`config.mk`:
```
export PLATFORM = sky130hd
export DESIGN_NAME = boot_loader
export DESIGN_NICKNAME = d
export VERILOG_FILES = /design/src/rtl/boot_loader.sv
export SDC_FILE = /design/constraint.sdc
export NUM_CORES = 1
export LEC_CHECK = 0
export BUFFER_PORTS_ARGS = -buffer_cell sky130_fd_sc_hd__buf_4
export CORE_ASPECT_RATIO = 1.25
export CORE_MARGIN = 3
export CORE_UTILIZATION = 45
export CTS_BUF_LIST = sky130_fd_sc_hd__clkbuf_8
export DETAILED_ROUTE_END_ITERATION = 10
export PLACE_DENSITY_LB_ADDON = 0.12
export SLEW_MARGIN = 20
export SYNTH_ARGS = -nofsm -noshare
export SYNTH_HDL_FRONTEND = slang
export SYNTH_SLANG_ARGS = --single-unit
```
`constraint.sdc`:
```
create_clock -name clk -period 3.45 [get_ports clk]
set_clock_uncertainty 0.15 [all_clocks]
set_input_delay 0.345 -clock clk [delete_from_list [all_inputs] [get_ports clk]]
set_output_delay 0.345 -clock clk [all_outputs]
set_load 0.02 [all_outputs]
```
`src/rtl/boot_loader.sv`:
```
// Boot loader: receives a framed byte stream, assembles big-endian 16-bit
// words, writes them into RAM from address 0 upward and holds the CPU in
// reset until a complete image with a matching XOR checksum has arrived.
// Frame: LEN_HI, LEN_LO, N x {D_HI, D_LO}, CSUM (XOR of the 2N data bytes).
module boot_loader #(
   parameter int ADDR_WIDTH = 10,
   parameter int DATA_WIDTH = 16
) (
   input  logic                  clk,
   input  logic                  reset,
   input  logic [7:0]            rx_byte,
   input  logic                  rx_valid,
   output logic                  rx_ready,
   input  logic                  load_req,
   output logic                  write_en,
   output logic [ADDR_WIDTH-1:0] addr,
   output logic [DATA_WIDTH-1:0] data_in,
   output logic                  cpu_hold,
   output logic                  done,
   output logic                  error
);

   // Largest image that fits in RAM, as a 17-bit value so it can be
   // compared against a full 16-bit length without overflow.
   localparam logic [16:0] LEN_MAX = 17'd1 << ADDR_WIDTH;

   typedef enum logic [2:0] {
      ST_LEN_HI  = 3'd0,
      ST_LEN_LO  = 3'd1,
      ST_DATA_HI = 3'd2,
      ST_DATA_LO = 3'd3,
      ST_WRITE   = 3'd4,
      ST_CSUM    = 3'd5,
      ST_DONE    = 3'd6,
      ST_ERROR   = 3'd7
   } state_t;

   state_t                  state_q, state_d;
   logic [15:0]             len_q, len_d;
   logic [16:0]             cnt_q, cnt_d;
   logic [ADDR_WIDTH-1:0]   addr_q, addr_d;
   logic [DATA_WIDTH-1:0]   data_q, data_d;
   logic [7:0]              csum_q, csum_d;
   logic                    rx_ready_q, rx_ready_d;
   logic                    write_en_q, write_en_d;
   logic                    cpu_hold_q, cpu_hold_d;
   logic                    done_q, done_d;
   logic                    error_q, error_d;

   logic                    accept_s;
   logic [15:0]             n_full_s;

   // Running checksum: one data byte folded into the accumulator.
   function automatic logic [7:0] csum_fold(input logic [7:0] acc, input logic [7:0] b);
      return acc ^ b;
   endfunction

   assign accept_s = rx_valid && rx_ready_q;
   assign n_full_s = {len_q[15:8], rx_byte};

   // Next-state, datapath and counter updates for the frame parser.
   always_comb begin
      state_d = state_q;
      len_d   = len_q;
      cnt_d   = cnt_q;
      addr_d  = addr_q;
      data_d  = data_q;
      csum_d  = csum_q;
      case (state_q)
         ST_LEN_HI: begin
            if (accept_s) begin
               len_d[15:8] = rx_byte;
               state_d     = ST_LEN_LO;
            end else begin
               state_d = ST_LEN_HI;
            end
         end
         ST_LEN_LO: begin
            if (accept_s) begin
               len_d[7:0] = rx_byte;
               if ({1'b0, n_full_s} > LEN_MAX) begin
                  state_d = ST_ERROR;
               end else if (n_full_s == 16'd0) begin
                  state_d = ST_CSUM;
               end else begin
                  state_d = ST_DATA_HI;
               end
            end else begin
               state_d = ST_LEN_LO;
            end
         end
         ST_DATA_HI: begin
            if (accept_s) begin
               data_d[DATA_WIDTH-1:DATA_WIDTH-8] = rx_byte;
               csum_d  = csum_fold(csum_q, rx_byte);
               state_d = ST_DATA_LO;
            end else begin
               state_d = ST_DATA_HI;
            end
         end
         ST_DATA_LO: begin
            if (accept_s) begin
               data_d[7:0] = rx_byte;
               csum_d  = csum_fold(csum_q, rx_byte);
               state_d = ST_WRITE;
            end else begin
               state_d = ST_DATA_LO;
            end
         end
         ST_WRITE: begin
            // The strobe is visible for this cycle; advance for the next word.
            addr_d = addr_q + ADDR_WIDTH'(1);
            cnt_d  = cnt_q + 17'd1;
            if ((cnt_q + 17'd1) == {1'b0, len_q}) begin
               state_d = ST_CSUM;
            end else begin
               state_d = ST_DATA_HI;
            end
         end
         ST_CSUM: begin
            if (accept_s) begin
               if (rx_byte == csum_q) begin
                  state_d = ST_DONE;
               end else begin
                  state_d = ST_ERROR;
               end
            end else begin
               state_d = ST_CSUM;
            end
         end
         ST_DONE, ST_ERROR: begin
            if (load_req) begin
               state_d = ST_LEN_HI;
               len_d   = 16'd0;
               cnt_d   = 17'd0;
               addr_d  = {ADDR_WIDTH{1'b0}};
               csum_d  = 8'd0;
            end else begin
               state_d = state_q;
            end
         end
         default: begin
            state_d = ST_LEN_HI;
         end
      endcase
   end

   // Output values decoded from the next state so every output is a flop.
   always_comb begin
      rx_ready_d = 1'b0;
      write_en_d = 1'b0;
      cpu_hold_d = 1'b1;
      done_d     = 1'b0;
      error_d    = 1'b0;
      case (state_d)
         ST_LEN_HI, ST_LEN_LO, ST_DATA_HI, ST_DATA_LO, ST_CSUM: begin
            rx_ready_d = 1'b1;
         end
         ST_WRITE: begin
            write_en_d = 1'b1;
         end
         ST_DONE: begin
            cpu_hold_d = 1'b0;
            done_d     = 1'b1;
         end
         ST_ERROR: begin
            error_d = 1'b1;
         end
         default: begin
            rx_ready_d = 1'b0;
         end
      endcase
   end

   // State, datapath and output registers with synchronous active-low reset.
   always_ff @(posedge clk) begin
      if (!reset) begin
         state_q    <= ST_LEN_HI;
         len_q      <= 16'd0;
         cnt_q      <= 17'd0;
         addr_q     <= {ADDR_WIDTH{1'b0}};
         data_q     <= {DATA_WIDTH{1'b0}};
         csum_q     <= 8'd0;
         rx_ready_q <= 1'b1;
         write_en_q <= 1'b0;
         cpu_hold_q <= 1'b1;
         done_q     <= 1'b0;
         error_q    <= 1'b0;
      end else begin
         state_q    <= state_d;
         len_q      <= len_d;
         cnt_q      <= cnt_d;
         addr_q     <= addr_d;
         data_q     <= data_d;
         csum_q     <= csum_d;
         rx_ready_q <= rx_ready_d;
         write_en_q <= write_en_d;
         cpu_hold_q <= cpu_hold_d;
         done_q     <= done_d;
         error_q    <= error_d;
      end
   end

   assign rx_ready = rx_ready_q;
   assign write_en = write_en_q;
   assign addr     = addr_q;
   assign data_in  = data_q;
   assign cpu_hold = cpu_hold_q;
   assign done     = done_q;
   assign error    = error_q;

endmodule

```
==> impl_metrics.env <==
export IMPL_status="complete, no violations"
export IMPL_crit_required_ns=3.59
export IMPL_slowest_stage="nor4_4"
export IMPL_grt_first_pass_wirelength_um=16300
export IMPL_final_common_cell="dfxtp_1"
export IMPL_drtIter0Drc=198
export IMPL_dpl_cell_area_mm2=0.004148
export IMPL_initial_core_util_pct=46.60
export IMPL_max_stage_delay_ns=0.49
export IMPL_report_final_slew_viol_count=0
export IMPL_synth_compound_gate_area_share_pct=16.72
export IMPL_finalHoldViolCount=0
export IMPL_hold_path_class="input port to flip-flop"
export IMPL_die_w_um=88.85
export IMPL_m1WireLength_um=4336
export IMPL_htreeDepth=3
export IMPL_wl_per_cell_um=16.03
export IMPL_clkLatencyLatePin_ns=0.36
export IMPL_final_area_mm2=0.004348
export IMPL_fillCellCount=781
export IMPL_post_dp_hpwl_um=6734
export IMPL_grt_setup_unrepaired="no"
export IMPL_fin_ws_ns=0.4895
export IMPL_layout_drive_gt1_share_pct=13.51
export IMPL_drc=0
export IMPL_preCtsSetupSlack_ns=0.4949
export IMPL_wl_met3_um=345
export IMPL_antenna_found_initial=0
export IMPL_synth_area_mm2=0.003861
export IMPL_power_mw=2.045
export IMPL_gp_congestion=0.8554
export IMPL_p_comb_share_pct=18.0
export IMPL_synthFlopType="dfxtp_1"
export IMPL_fp_dieArea_mm2=0.009735
export IMPL_syn_num_nets=510
export IMPL_yosysWarningCount=0
export IMPL_powerDensity_mw_per_mm2=470.3
export IMPL_slew_headroom_pct=29.80
export IMPL_syn_inst=496
export IMPL_crit_chain="ha_1 -> nand3_1 -> nor4_4 -> mux2_2 -> o211ai_1 -> o311ai_1 -> or3_1 -> o21bai_1"
export IMPL_ant_nets=0
export IMPL_io_buffers=42
export IMPL_synthArstFlopShare_pct=0
export IMPL_multiInputGateArea_mm2=0.002186
export IMPL_ys_top_cells_by_area="dfxtp_1, a21oi_1, nand2_1, nor2_1, o21ai_0"
export IMPL_synth_cell_types=53
export IMPL_synth_edf_count=0
export IMPL_area_delta_synth_final_pct=12.61
export IMPL_fp_row_count=37
export IMPL_maxCapViolCount=0
export IMPL_synth_top_cell_area_share_pct=38.89
export IMPL_ys_ff_latch=75
export IMPL_wl_um=9860
export IMPL_overflow=0
export IMPL_final_cell_mix="dfxtp_1, nand2_1, a21oi_1, nor2_1, buf_4"
export IMPL_criticalPathCategory="flip-flop to flip-flop"
export IMPL_setup_violations_final=0
export IMPL_core_mm2=0.008287
export IMPL_antenna_cells=0
export IMPL_critPathLaunchType="flip-flop"
export IMPL_chipHeight_um=109.6
export IMPL_end_kind="flip-flop"
export IMPL_max_freq_ghz=0.3378
export IMPL_cts_buffers=9
export IMPL_setup_tns_ns=0
export IMPL_grt_pass1_vias=3314
export IMPL_cts_resized=0
export IMPL_leakagePower_nw=1.675
export IMPL_holdBufCountCts=0
export IMPL_synthAdderAreaFrac_pct=0.6481
export IMPL_tritoncts="yes"
export IMPL_synth_top_family_by_area="simple AND/OR/NAND/NOR gates"
export IMPL_path_clk_slew_ns=0.08
export IMPL_grt_util_all_layers_pct=21.78
export IMPL_fin_crit_ns=2.960
export IMPL_dr_pass1_iters=4
export IMPL_cts_max_path_buffers=2
export IMPL_boundaryPins=43
export IMPL_via_per_inst=5.698
export IMPL_tightest_slew_ns=1.052
export IMPL_synthSimpleGateAreaFrac_pct=27.51
export IMPL_p_clk_share_pct=33.8
export IMPL_synthMuxAreaShare_pct=3.435
export IMPL_whs_ns=0.1087
export IMPL_final_nets=528
export IMPL_cts_sink_count=75
export IMPL_switching_power_uw=627.7
export IMPL_topRoutingLayerUsed="met4"
export IMPL_met2_length_um=5021
export IMPL_yosys_area_share_xor_xnor_pct=8.134
export IMPL_seqCellArea_mm2=0.001501
export IMPL_grt_max_degree=60
export IMPL_intPower_mw=1.417
export IMPL_ir_drop_mv=0.2706
export IMPL_p_seq_share_pct=48.2
export IMPL_sw_frac_of_total_pct=30.70
export IMPL_cts_root_buffer="clkbuf_8"
export IMPL_period_share_pct=85.81
export IMPL_synth_top_area_cell="dfxtp_1"
export IMPL_vias=3504
export IMPL_avgSynthCellArea_um2=7.785
export IMPL_cp_arrival_ns=3.10
export IMPL_yosysSeqAreaShare_pct=38.89
export IMPL_critical_path_peak_fanout=9
export IMPL_cts_setup_buffers=0
==> power by group through the flow <==
stage / Clock [mW] / Combinational, mW / Sequential (mW)
2_1_floorplan: 0 / 0.279 / 0.980
3_3_place_gp: 0 / 0.361 / 1.00
3_5_place_dp: 0 / 0.365 / 1.00
4_1_cts: 0.706 / 0.367 / 0.984
5_1_grt: 0.734 / 0.416 / 0.994
6_report: 0.691 / 0.367 / 0.986
==> critical path: cells and delay by family (launching register included) <==
family,cells,cell delay (ns)
AO/OA/AOI/OAI,3,0.41
adder cells (fa/ha/maj),1,0.37
flip-flops,1,0.48
multiplexers,1,0.38
AND/OR/NAND/NOR,3,1.10
==> final cells by class <==
class,count,area share [%]
Tap cell,97,2.791
Sequential cell,75,34.53
Inverter,4,0.3453
Clock buffer,11,3.482
Multi-Input combinational cell,380,50.27
Timing Repair Buffer,44,7.597
Clock inverter,4,0.9784
==> layer usage <==
metal,GRT usage [%],vias to the layer above
met4,9.935,0
met3,4.048,10
met1,26.80,1658
li1,-,1775
met2,36.46,61
met5,0,-
==> stage by stage <==
stage,util (%),std cells
final,52.47,615
after global routing,52.47,615
after CTS,52.39,615
after detailed placement,50.05,600
after global placement,50.05,600
after floorplan,-,496
==> registers in the layout, indices dropped and copies added, names as in the netlist <==
signal and cells:
cnt_q 17, done 1, addr 10, state_q 3
rx_ready 1, csum_q 8, len_q 16, cpu_hold 1
error 1, write_en 1, data_in 16
==> kinds of logic after synthesis <==
kind of cell | Yosys count
muxes | 13
DFF | 75
and+or+nand+nor | 213
AOI/OAI and AO/OA | 117
adders and majority gates | 2
xor gates and xnor gates | 35
buffers and inverters | 41
==> worst paths after layout <==
kind / startpoint / slack [ns] / end / depth (start not counted)
max: cnt_q[0]$_SDFFE_PN0P_ / 0.49 / state_q[2]$_SDFF_PN0_ / 8
min: reset / 0.11 / cnt_q[12]$_SDFFE_PN0P_ / 2
max reg2reg: cnt_q[0]$_SDFFE_PN0P_ / 0.49 / state_q[2]$_SDFF_PN0_ / 8
min reg2reg: len_q[6]$_SDFFE_PN0P_ / 0.32 / len_q[6]$_SDFFE_PN0P_ / 2
==> synthesized netlist by cell type, types with 2 or more instances <==
library cell and instances:
nand2b_1 3, nor4_1 6, buf_2 2, a22oi_1 4, and3_1 5, o21a_1 2, or3_1 7, inv_1 3
o31ai_1 3, nor3_1 13, nand2_1 58, nand4_1 11, a21oi_1 58, nor3b_1 11, nand3b_1 2, buf_4 4
mux2_2 2, xnor2_1 18, a211oi_1 2, a31oi_1 3, and2_1 3, clkbuf_1 29, nor2_1 52, and4_4 2
ha_1 2, dfxtp_1 75, mux2i_1 11, nand3_1 31, o21ai_0 34, xor2_1 16, o211ai_1 2
(Power assumes the default switching activity.)
